**config.mk**
```make
export PLATFORM = sky130hd
export DESIGN_NAME = uart_tx_scheduler
export DESIGN_NICKNAME = d
export VERILOG_FILES = /design/src/rtl/uart_pkg.sv /design/src/rtl/uart_rr_pick.sv /design/src/rtl/uart_tx_scheduler.sv
export SDC_FILE = /design/constraint.sdc
export NUM_CORES = 1
export LEC_CHECK = 0
export ABC_CLOCK_PERIOD_IN_PS = 3200
export BUFFER_PORTS_ARGS = -buffer_cell sky130_fd_sc_hd__buf_2
export CORE_AREA = 2 2 59 61
export CTS_CLUSTER_SIZE = 14
export DETAILED_ROUTE_END_ITERATION = 7
export DIE_AREA = 0 0 61 63
export PLACE_DENSITY = 0.8
export SETUP_SLACK_MARGIN = 0.4
export SLEW_MARGIN = 40
export SYNTH_ARGS = -nofsm -noshare
export SYNTH_HDL_FRONTEND = slang
export SYNTH_SLANG_ARGS = --single-unit
```
**constraint.sdc**
```tcl
create_clock -name i_clk -period 3.2 [get_ports i_clk]
set_clock_uncertainty 0.15 [all_clocks]
set_input_delay 0.64 -clock i_clk [delete_from_list [all_inputs] [get_ports i_clk]]
set_output_delay 0.64 -clock i_clk [all_outputs]
set_load 0.05 [all_outputs]
```
**src/rtl/uart_pkg.sv**
```systemverilog
// Shared definitions for the UART TX scheduler: FSM state encoding and default
// baud/frame constants used by the scheduler and its testbench.
package uart_pkg;

    typedef enum logic [1:0] {
        ST_IDLE  = 2'd0,
        ST_LOAD  = 2'd1,
        ST_SEND  = 2'd2,
        ST_GUARD = 2'd3
    } state_e;

    // Guard and timeout are counted in oversample ticks, 16 per bit period.
    localparam int OVERSAMPLE        = 16;
    localparam int DEF_N_REQ         = 3;
    localparam int DEF_DATA_BITS     = 8;
    localparam int DEF_GUARD_TICKS   = OVERSAMPLE;
    localparam int DEF_TIMEOUT_TICKS = 256;
    localparam int DEF_CNT_W         = 9;

    function automatic logic state_is_busy(input state_e s);
        return (s != ST_IDLE);
    endfunction

endpackage

```
**src/rtl/uart_rr_pick.sv**
```systemverilog
// Combinational round-robin pick: searches ptr+1, ptr+2, ... (mod N_REQ) and
// returns the first asserted request index.
module uart_rr_pick #(
    parameter int N_REQ = 3,
    parameter int ID_W  = (N_REQ > 1) ? $clog2(N_REQ) : 1
) (
    input  logic [N_REQ-1:0] i_req,
    input  logic [ID_W-1:0]  i_ptr,
    output logic             o_valid,
    output logic [ID_W-1:0]  o_winner
);

    // Scan from the farthest candidate down to the nearest so the nearest hit wins.
    always_comb begin
        logic [ID_W-1:0] cand;
        cand     = '0;
        o_valid  = |i_req;
        o_winner = '0;
        for (int i = N_REQ; i >= 1; i--) begin
            cand = ID_W'((int'(i_ptr) + i) % N_REQ);
            if (i_req[cand]) begin
                o_winner = cand;
            end
        end
    end

endmodule

```
**src/rtl/uart_tx_scheduler.sv**
```systemverilog
// Round-robin scheduler sharing one UART transmitter between N_REQ byte producers.
// Each frame: capture byte, pulse start, wait for done (with timeout), then a guard gap.
module uart_tx_scheduler
    import uart_pkg::*;
#(
    parameter int N_REQ         = DEF_N_REQ,
    parameter int DATA_BITS     = DEF_DATA_BITS,
    parameter int GUARD_TICKS   = DEF_GUARD_TICKS,
    parameter int TIMEOUT_TICKS = DEF_TIMEOUT_TICKS,
    parameter int CNT_W         = DEF_CNT_W
) (
    input  logic                       i_clk,
    input  logic                       i_reset,
    input  logic                       i_tick,
    input  logic [N_REQ-1:0]           i_req,
    input  logic [N_REQ*DATA_BITS-1:0] i_data,
    output logic [N_REQ-1:0]           o_ack,
    output logic                       o_tx_start,
    output logic [DATA_BITS-1:0]       o_tx_data,
    input  logic                       i_tx_done,
    output logic                       o_busy,
    output logic [$clog2(N_REQ)-1:0]   o_grant_id,
    output logic                       o_timeout
);

    localparam int ID_W = $clog2(N_REQ);

    state_e               state_q, state_d;
    logic [CNT_W-1:0]     cnt_q, cnt_d;
    logic [ID_W-1:0]      ptr_q, ptr_d;
    logic [ID_W-1:0]      grant_q, grant_d;
    logic [DATA_BITS-1:0] data_q, data_d;
    logic [N_REQ-1:0]     ack_q, ack_d;
    logic                 start_q, start_d;
    logic                 busy_q, busy_d;
    logic                 timeout_q, timeout_d;

    logic                 pick_valid;
    logic [ID_W-1:0]      pick_id;
    logic [CNT_W-1:0]     cnt_inc;

    uart_rr_pick #(
        .N_REQ (N_REQ),
        .ID_W  (ID_W)
    ) u_pick (
        .i_req    (i_req),
        .i_ptr    (ptr_q),
        .o_valid  (pick_valid),
        .o_winner (pick_id)
    );

    // Saturating tick count; only SEND and GUARD consume it.
    assign cnt_inc = (i_tick && (cnt_q != '1)) ? cnt_q + CNT_W'(1) : cnt_q;

    always_comb begin
        state_d   = state_q;
        cnt_d     = cnt_q;
        ptr_d     = ptr_q;
        grant_d   = grant_q;
        data_d    = data_q;
        ack_d     = '0;
        start_d   = 1'b0;
        timeout_d = 1'b0;

        unique case (state_q)
            ST_IDLE: begin
                cnt_d = '0;
                if (pick_valid) begin
                    state_d        = ST_LOAD;
                    grant_d        = pick_id;
                    ptr_d          = pick_id;
                    data_d         = i_data[int'(pick_id)*DATA_BITS +: DATA_BITS];
                    ack_d[pick_id] = 1'b1;
                    start_d        = 1'b1;
                end
            end
            ST_LOAD: begin
                state_d = ST_SEND;
                cnt_d   = '0;
            end
            ST_SEND: begin
                cnt_d = cnt_inc;
                if (i_tx_done) begin
                    cnt_d   = '0;
                    state_d = (GUARD_TICKS == 0) ? ST_IDLE : ST_GUARD;
                end else if ((TIMEOUT_TICKS != 0) && (cnt_inc == CNT_W'(TIMEOUT_TICKS))) begin
                    cnt_d     = '0;
                    timeout_d = 1'b1;
                    state_d   = (GUARD_TICKS == 0) ? ST_IDLE : ST_GUARD;
                end
            end
            ST_GUARD: begin
                cnt_d = cnt_inc;
                if (cnt_inc == CNT_W'(GUARD_TICKS)) begin
                    cnt_d   = '0;
                    state_d = ST_IDLE;
                end
            end
            default: begin
                state_d = ST_IDLE;
                cnt_d   = '0;
            end
        endcase

        busy_d = state_is_busy(state_d);
    end

    always_ff @(posedge i_clk or negedge i_reset) begin
        if (!i_reset) begin
            state_q   <= ST_IDLE;
            cnt_q     <= '0;
            ptr_q     <= ID_W'(N_REQ - 1);
            grant_q   <= '0;
            data_q    <= '0;
            ack_q     <= '0;
            start_q   <= 1'b0;
            busy_q    <= 1'b0;
            timeout_q <= 1'b0;
        end else begin
            state_q   <= state_d;
            cnt_q     <= cnt_d;
            ptr_q     <= ptr_d;
            grant_q   <= grant_d;
            data_q    <= data_d;
            ack_q     <= ack_d;
            start_q   <= start_d;
            busy_q    <= busy_d;
            timeout_q <= timeout_d;
        end
    end

    assign o_ack      = ack_q;
    assign o_tx_start = start_q;
    assign o_tx_data  = data_q;
    assign o_busy     = busy_q;
    assign o_grant_id = grant_q;
    assign o_timeout  = timeout_q;

endmodule

```
==> results of run 1 <==
[what timing repair did]
action | 4_1_cts | 5_1_grt
endpoints found under the hold margin | 0 | 0
pin swaps | 1 | 7
cloned | 0 | 1
gates resized for setup | 4 | 11
endpoints found under the setup margin | 9 | 9
buffers inserted | 5 | 6
[worst max-delay path: stages (launching register included)]
cell and delay (ns):
dfrtp_1 0.39, ha_2 0.19, and2_4 0.16, nand2_2 0.05, nor2_2 0.11, ha_2 0.20, nor2b_4 0.06, buf_6 0.11
a211o_1 0.32, a221o_1 0.39, o41ai_4 0.40, buf_6 0.19, a21oi_1 0.08
[registers in the layout, summed over array words and instances, names as in the netlist]
| signal | count |
|---|---|
| o_tx_start | 1 |
| o_tx_data | 8 |
| o_grant_id | 1 |
| o_busy | 1 |
| cnt_q | 9 |
| state_q | 2 |
| o_ack | 3 |
| ptr_q | 2 |
| o_timeout | 1 |
[path summary, 6_finish.rpt]
check	start	endpoint	slack (ns)
max	cnt_q[1]	cnt_q[6]	0.28
min	i_reset	cnt_q[8]	0.16
max reg2reg	cnt_q[1]	cnt_q[6]	0.28
min reg2reg	o_grant_id[1]	o_grant_id[1]	0.35
max in group asynchronous	i_reset	cnt_q[3]	2.35
min in group i_clk	o_grant_id[1]	o_grant_id[1]	0.35
[logic make-up (layout without fill, tap and decap cells)]
group / after synthesis / after routing / synth area share, %
flops: 28 / 28 / 45.7
fa+ha+maj: 5 / 5 / 3.91
xor+xnor: 9 / 9 / 5.13
compound gates: 44 / 44 / 23.3
mux: 3 / 3 / 2.04
buf+inv: 14 / 71 / 3.83
simple gates: 46 / 47 / 16.1
[per-layer routing]
metal | vias to the layer above | wire length (um) | share of wire [%] | global-route usage, %
met4 | 0 | 37 | 1.0 | 5.71
met5 | - | 0 | 0 | 0
met3 | 4 | 210 | 5.8 | 2.90
met2 | 52 | 1890 | 52 | 30.0
met1 | 699 | 1510 | 41 | 28.4
li1 | 679 | - | - | -
[cell usage after synthesis (all sizes together), types with 5 or more instances]
cell type,n
xnor2,7
nand2,9
nor3,5
dfrtp,27
inv,6
and3,5
nand4,6
a221oi,5
nor2,8
a221o,5
a21oi,11
[area by class of cell]
type                            instances  area share (%)
Tap cell                               46            2.88
Clock buffer                            4            1.81
Timing Repair Buffer                   61            17.5
Sequential cell                        28            35.1
Inverter                                6            1.13
Multi-Input combinational cell        108            41.6
[power by group through the flow]
stage	Combinational [mW]	Sequential (mW)	Clock (mW)
6_report	0.471	0.436	0.164
5_1_grt	0.506	0.444	0.186
4_1_cts	0.419	0.434	0.170
3_5_place_dp	0.372	0.454	0
3_3_place_gp	0.364	0.455	0
2_1_floorplan	0.207	0.514	0
==> results_dict.tcl, run 1 <==
set metrics [dict create \
    fmax_mhz 343 \
    crit_type "flip-flop to flip-flop" \
    switchingPower_mw 0.398 \
    dp_cells 237 \
    maxCapViolCount 0 \
    start_util_pct 47.5 \
    grt_pass1_vias 1264 \
    io-pin-count 47 \
    grt_usage_pct 19.5 \
    cellPowerDensity_nw_per_um2 536 \
    final.min_clock_period_ns 2.92 \
    io_buffers 46 \
    dieArea_um2 3840 \
    grt_pass1_wl_um 5850 \
    htree_levels 1 \
    row_count 21 \
    setup_tns_ns 0 \
    yosys-top-cells-area "dfrtp_1, xnor2_1, a21oi_1" \
    grt-ovfl-total 0 \
    synth.net_count 184 \
    hold_ws_ns 0.156 \
    die_h_um 63 \
    antenna_found_initial 0 \
    worst-r2r-cell-count 12 \
    worst_slack_ns 0.284 \
    synth_area_um2 1540 \
    critPathCaptureType "flip-flop" \
    final_nets 243 \
    dp.final_hpwl_um 2530 \
    finalSetupViolCount 0 \
    drt_first_pass_iters 4 \
    final_common_cell "buf_2" \
    p_comb_share_pct 44.0 \
    drt_iter0_drc 48 \
    drc 0 \
    slew_headroom_pct 59.5 \
    total_power_mw 1.07 \
    viasPerCell 5.67 \
    synth_edf_count 0 \
    placed_area_um2 1820 \
    synth_seq_cells 28 \
    netlist.area_leader.share_pct 44.0 \
    clockBufferDepth 2 \
    final_cell_mix "buf_2, dfrtp_1, buf_4" \
    ir_drop_mv 0.264 \
    outcome "completed" \
    crit_arrival_ns 2.96 \
    synth_cells 149 \
    yosysSeqAreaShare_pct 45.7 \
    cp.required_ns 3.24 \
    insertion_delay_ns 0.31 \
    synth_ff_type "dfrtp_1" \
    multi_input_area_um2 831 \
    chipWidth_um 61 \
    cts_buffers 3 \
    final_cells 253 \
    register_area_um2 702 \
    swShare_pct 37.1 \
    routabilityCongestion 0.864 \
    cts_tree "yes" \
    yosysTopAreaCell "dfrtp_1" \
    layout-drive-gt1-share_pct 40.6 \
    critPathLaunchType "flip-flop" \
    cts_root_buffer "clkbuf_4" \
    diodes 0 \
    p_leak_nw 0.981 \
    post-route-util_pct 61.9 \
    seqPwrFrac_pct 40.7 \
    drt-wirelength-per-cell_um 14.4 \
    grt_max_degree 29 \
    fillCellCount 286 \
    synth.distinct_cells 45 \
    finalMaxSlewViolations 0 \
    vias 1434 \
    cts.hold.buffers_added 0 \
    syn_avg_cell_area_um2 10.3 \
    cts.sinks 28 \
    ys_warn_count 0 \
    power.internal_mw 0.674 \
    p_clk_share_pct 15.3 \
    routed_wl_um 3650 \
    design_area_um2 2000 \
    clk_pin_slew_ns 0.14 \
    grt_setup_unrepaired "true" \
    hold_viol 0 \
    hold_path.class "input pin to asynchronous set/reset pin" \
    worst_slew_pin_slew_ns 0.602 \
    ant_nets 0 \
    period_share_pct 91.1 \
    synth_async_sr_flop_share_pct 100 \
    area_growth_syn_to_layout_pct 30.1 \
    dp_slack_ns 0.144 \
    core_area_um2 3230 \
    crit_fanout 8 \
]
(Power assumes the default switching activity.)
==> run 2, diff against run 1 <==
Settings changed: ABC_CLOCK_PERIOD_IN_PS 3200 to 2400, CORE_AREA 2 2 59 61 to 2 2 61 63, DIE_AREA 0 0 61 63 to 0 0 63 65, PLACE_DENSITY 0.8 to 0.78.
Clock period 3.2 ns to 2.4 ns, I/O delays scaled along.
==> run 2 against run 1 <==
  * The run now ends with negative hold slack, negative setup slack left
  * Die area grew 6.6%
  * Sequential share of layout area shrank 4.4 points
  * Combinational power grew 63%
  * Hold slack lost 0.16 ns
  * Clock power grew 38%
  * Critical path depth shrank 1
  * Power grew 47%
  * Via count grew 3.3%
  * Core utilization grew 3.6 points
  * Register-to-register slack lost 0.60 ns
  * Fmax grew 7.5%
  * Critical path type unchanged
==> results_dict.tcl, run 2 (synthesized netlist as in run 1, its figures left out) <==
set metrics [dict create \
    grt_pass1_vias 1490 \
    cp.depth 11 \
    critPathMostFrequentCell "ha_2" \
    worst_slew_pin_slew_ns 0.617 \
    viasPerCell 5.49 \
    worst_slack_ns -0.313 \
    power.internal_mw 0.996 \
    antenna_found_initial 0 \
    cp.required_ns 2.45 \
    finalSetupViolCount 10 \
    grt_pass1_wl_um 6800 \
    switchingPower_mw 0.584 \
    core_area_um2 3500 \
    start_util_pct 44.0 \
    hold_viol 13 \
    critical_path.max_stage_delay_ns 0.38 \
    violations "negative hold slack, negative setup slack" \
    die_h_um 65 \
    vias 1482 \
    seqPwrFrac_pct 37.0 \
    p_clk_share_pct 14.4 \
    endpoint "cnt_q[1]" \
    total_power_mw 1.58 \
    swShare_pct 37.0 \
    drt-wirelength-per-cell_um 15.3 \
    area_growth_syn_to_layout_pct 49.0 \
    row_count 22 \
    reg2reg_from "cnt_q[1]" \
    dieArea_um2 4100 \
    htree_levels 1 \
    drt_iter0_drc 53 \
    final_cell_mix "buf_2, dfrtp_1, buf_4" \
    ir_drop_mv 0.343 \
    cp.buffers_inverters 1 \
    period_share_pct 113 \
    chipWidth_um 63 \
    p_comb_share_pct 48.7 \
    routed_wl_um 4120 \
    grt_max_degree 29 \
    dp.final_hpwl_um 2840 \
    largest-register "cnt_q" \
    grt-ovfl-total 0 \
    critPathLaunchType "flip-flop" \
    critPathCaptureType "flip-flop" \
    crit_path_top_delay_cell "dfrtp_1" \
    outcome "complete, but fails checks" \
    routabilityCongestion 0.908 \
    hold_path.class "input pin to asynchronous set/reset pin" \
    clk_pin_slew_ns 0.15 \
    diodes 0 \
    io-pin-count 47 \
    cellPowerDensity_nw_per_um2 690 \
    slew_headroom_pct 58.9 \
    layout-drive-gt1-share_pct 53.2 \
    insertion_delay_ns 0.32 \
    crit_path_cell_trace "ha_2 -> and2_4 -> nand2_2 -> nor2_2 -> ha_2 -> nor2b_4 -> or3_4 -> a221o_1 -> o41ai_4 -> buf_6 -> a21oi_1" \
    grt_usage_pct 21.2 \
    crit_fanout 8 \
    cts_tree "yes" \
    fmax_mhz 369 \
    final_nets 258 \
    cts_root_buffer "clkbuf_4" \
    cts.sinks 28 \
    crit_type "flip-flop to flip-flop" \
    drt_first_pass_iters 4 \
    final.min_clock_period_ns 2.71 \
    clockBufferDepth 2 \
    reg2reg_to "cnt_q[1]" \
    hold_ws_ns -0.00333 \
    drc 0 \
    io_buffers 46 \
    crit_family "compound AO/OA/AOI/OAI gates" \
    worst-r2r-cell-count 11 \
    ant_nets 0 \
    startpoint "cnt_q[1]" \
    p_leak_nw 1.10 \
    final_common_cell "buf_2" \
    maxCapViolCount 0 \
    cts_buffers 3 \
    rrSetupSlack_ns -0.31 \
    finalMaxSlewViolations 0 \
    crit_arrival_ns 2.76 \
    cts.hold.buffers_added 0 \
    largest_register_ffs 9 \
    grt_setup_unrepaired "true" \
]
-- run 2: final cells by class --
| cell class | count | area [um^2] |
|---|---|---|
| Clock buffer | 4 | 36.3 |
| Fill cell | 286 | 1210 |
| Inverter | 6 | 22.5 |
| Multi-Input combinational cell | 108 | 981 |
| Sequential cell | 28 | 703 |
| Tap cell | 48 | 60.1 |
| Timing Repair Buffer | 76 | 487 |
-- run 2: power groups by stage --
stage               Sequential, mW  Clock (mW)  Combinational (mW)
floorplan                    0.688           0               0.303
global placement             0.588           0               0.616
detailed placement           0.592           0               0.622
CTS                          0.583       0.236               0.706
global route                 0.592       0.255               0.827
finish                       0.584       0.227               0.769
-- run 2: through the flow --
stage	TNS (ns)	instances	utilization, %	worst slack, ns	area, um^2
final	-2.67	270	65.5	-0.313	2290
after global routing	-3.98	270	65.5	-0.417	2290
after CTS	-2.23	268	62.7	-0.263	2190
after detailed placement	-2.09	255	57.8	-0.256	2020
after global placement	-1.46	255	57.8	-0.173	2020
after floorplan	-1.98	149	-	-0.271	1640
-- run 2: worst min path at each step --
stage                       start  slack, ns            end
floorplan                 i_reset       0.03       cnt_q[0]
global placement    o_grant_id[1]       0.31  o_grant_id[1]
detailed placement  o_grant_id[1]       0.31  o_grant_id[1]
CTS                       i_reset       0.01       cnt_q[4]
global route              i_reset       0.05       cnt_q[4]
finish                    i_reset     -0.003       cnt_q[4]
-- run 2: metal layers --
layer / wire, um / track usage, % / up-vias
met5: 0 / 0 / -
met4: 59 / 6.67 / 0
met3: 156 / 2.08 / 8
met2: 2140 / 37.5 / 44
met1: 1770 / 27.3 / 718
li1: - / - / 712
-- run 2: repair_timing --
action,CTS,global route
pin swaps,11,6
setup endpoints to repair,24,26
setup buffers,8,2
gates cloned,1,0
resized for setup,10,16
==> run 3, diff against run 2 <==
Settings changed: CORE_AREA 2 2 61 63 to 2 2 60 62, CTS_BUF_LIST set to sky130_fd_sc_hd__clkbuf_4 sky130_fd_sc_hd__clkbuf_8, DIE_AREA 0 0 63 65 to 0 0 62 64, PLACE_DENSITY 0.78 to 0.8.
==> run 3 against run 2 <==
  * The run still ends with negative hold slack, negative setup slack left
  * Clock-buffer cell count is 1 lower
  * Non-clock buffer count grew 6
  * Hold slack worse by 0.0067 ns
  * Cell area rose by 2.2%
  * Fmax fell by 1.6%
  * Global-route usage up 3.5 points
  * Highest routed layer unchanged
==> results_dict.tcl, run 3 (synthesized netlist as in run 1, its figures left out) <==
set metrics [dict create \
    p_leak_nw 1.14 \
    cts_root_buffer "clkbuf_4" \
    critPathLaunchType "flip-flop" \
    final_cell_mix "buf_2, buf_4, dfrtp_1" \
    maxCapViolCount 0 \
    post-route-util_pct 71.3 \
    largest_register_ffs 9 \
    diodes 0 \
    dp.final_hpwl_um 3120 \
    dp_slack_ns -0.278 \
    cp.buffers_inverters 1 \
    grt-ovfl-total 0 \
    largest-register "cnt_q" \
    crit_fanout 8 \
    fillCellCount 259 \
    core_area_um2 3280 \
    critPathCaptureType "flip-flop" \
    worst_slew_pin_slew_ns 0.601 \
    hold_ws_ns -0.0101 \
    grt_setup_unrepaired "true" \
    viasPerCell 5.61 \
    ant_nets 0 \
    grt_pass1_vias 1570 \
    cellPowerDensity_nw_per_um2 720 \
    crit_type "flip-flop to flip-flop" \
    cts_buffers 3 \
    drt_first_pass_iters 4 \
    final.min_clock_period_ns 2.76 \
    crit_path_cell_trace "ha_2 -> and2_4 -> nand2_2 -> nor2_2 -> ha_2 -> nor2b_4 -> or3_4 -> a221o_1 -> o41ai_4 -> buf_6 -> a21oi_1" \
    htree_levels 1 \
    drc 0 \
    ir_drop_mv 0.303 \
    final_cells 274 \
    critPathMostFrequentCell "ha_2" \
    grt_usage_pct 24.7 \
    routabilityCongestion 0.854 \
    cts.sinks 28 \
    clk_pin_slew_ns 0.15 \
    worst_slack_ns -0.356 \
    cp.required_ns 2.46 \
    placed_area_um2 2050 \
    die_h_um 64 \
    dp_cells 255 \
    io-pin-count 47 \
    row_count 21 \
    insertion_delay_ns 0.32 \
    chipWidth_um 62 \
    design_area_um2 2340 \
    final_common_cell "buf_2" \
    rrSetupSlack_ns -0.36 \
    clockBufferDepth 2 \
    violations "negative hold slack, negative setup slack" \
    io_buffers 46 \
    layout-drive-gt1-share_pct 54.8 \
    cts_tree "yes" \
    antenna_found_initial 0 \
    outcome "complete, but fails checks" \
    drt-wirelength-per-cell_um 16.2 \
    grt_pass1_wl_um 7230 \
    grt_max_degree 29 \
    dieArea_um2 3970 \
    final_nets 264 \
    area_growth_syn_to_layout_pct 52.4 \
    vias 1538 \
    period_share_pct 115 \
    crit_family "compound AO/OA/AOI/OAI gates" \
    drt_iter0_drc 67 \
    setup_tns_ns -3.25 \
    critical_path.max_stage_delay_ns 0.41 \
    slew_headroom_pct 60.0 \
    finalMaxSlewViolations 0 \
    finalSetupViolCount 12 \
    crit_path_top_delay_cell "a221o_1" \
    hold_viol 17 \
    routed_wl_um 4450 \
    crit_arrival_ns 2.82 \
    hold_path.class "input pin to asynchronous set/reset pin" \
    start_util_pct 46.8 \
    cts.hold.buffers_added 0 \
    fmax_mhz 363 \
]
run 3: area by class of cell:
type | instances | area [um^2] | share of cell area, %
sequential | 28 | 702 | 30.0
clock buffer | 3 | 22.5 | 0.962
timing repair buffer | 82 | 537 | 22.9
multi-input combinational | 108 | 970 | 41.4
inverter | 6 | 22.5 | 0.962
tap | 46 | 57.6 | 2.46
clock inverter | 1 | 30.0 | 1.28
run 3: final timing paths:
kind                               start            end  cells past startpoint
max                             cnt_q[0]       cnt_q[5]                     11
min                              i_reset       cnt_q[1]                      1
max reg2reg                     cnt_q[0]       cnt_q[5]                     11
min reg2reg                o_grant_id[1]  o_grant_id[1]                      1
max in group asynchronous        i_reset      o_timeout                      1
min in group i_clk             i_data[5]   o_tx_data[5]                      2
run 3: worst register-to-register path, cell delays in order (launching register included):
cell	delay (ns)
dfrtp_1	0.39
ha_2	0.18
and2_4	0.15
nand2_2	0.05
nor2_2	0.10
ha_2	0.22
nor2b_4	0.06
or3_4	0.33
a221o_1	0.41
o41ai_4	0.35
buf_6	0.18
a21oi_1	0.07
run 3: where the power goes:
group / switching, mW / total (mW) / internal [mW]
logic: 0.422 / 0.802 / 0.380
registers: 0.0435 / 0.582 / 0.539
clock network: 0.133 / 0.302 / 0.169
total: 0.599 / 1.69 / 1.09
run 3: what timing repair did:
item                       4_1_cts  5_1_grt
buffers inserted                11        3
resized for setup               11       13
pin swaps                        9        3
gates cloned                     1        0
setup endpoints to repair       24       26
run 3: stage by stage:
step / total power, mW / hold WS, ns
after floorplan: 0.991 / 0.0344
after global placement: 1.21 / 0.306
after detailed placement: 1.23 / 0.321
after CTS: 1.60 / 0.00992
after global routing: 1.78 / 0.0308
final: 1.69 / -0.0101
run 3: metal layers:
layer	vias up	global-route usage, %	part of all wire (%)
met3	18	3.44	2.9
met2	45	42.4	56
met1	753	28.8	37
met5	-	0	0
li1	722	-	-
met4	0	12.2	4.2
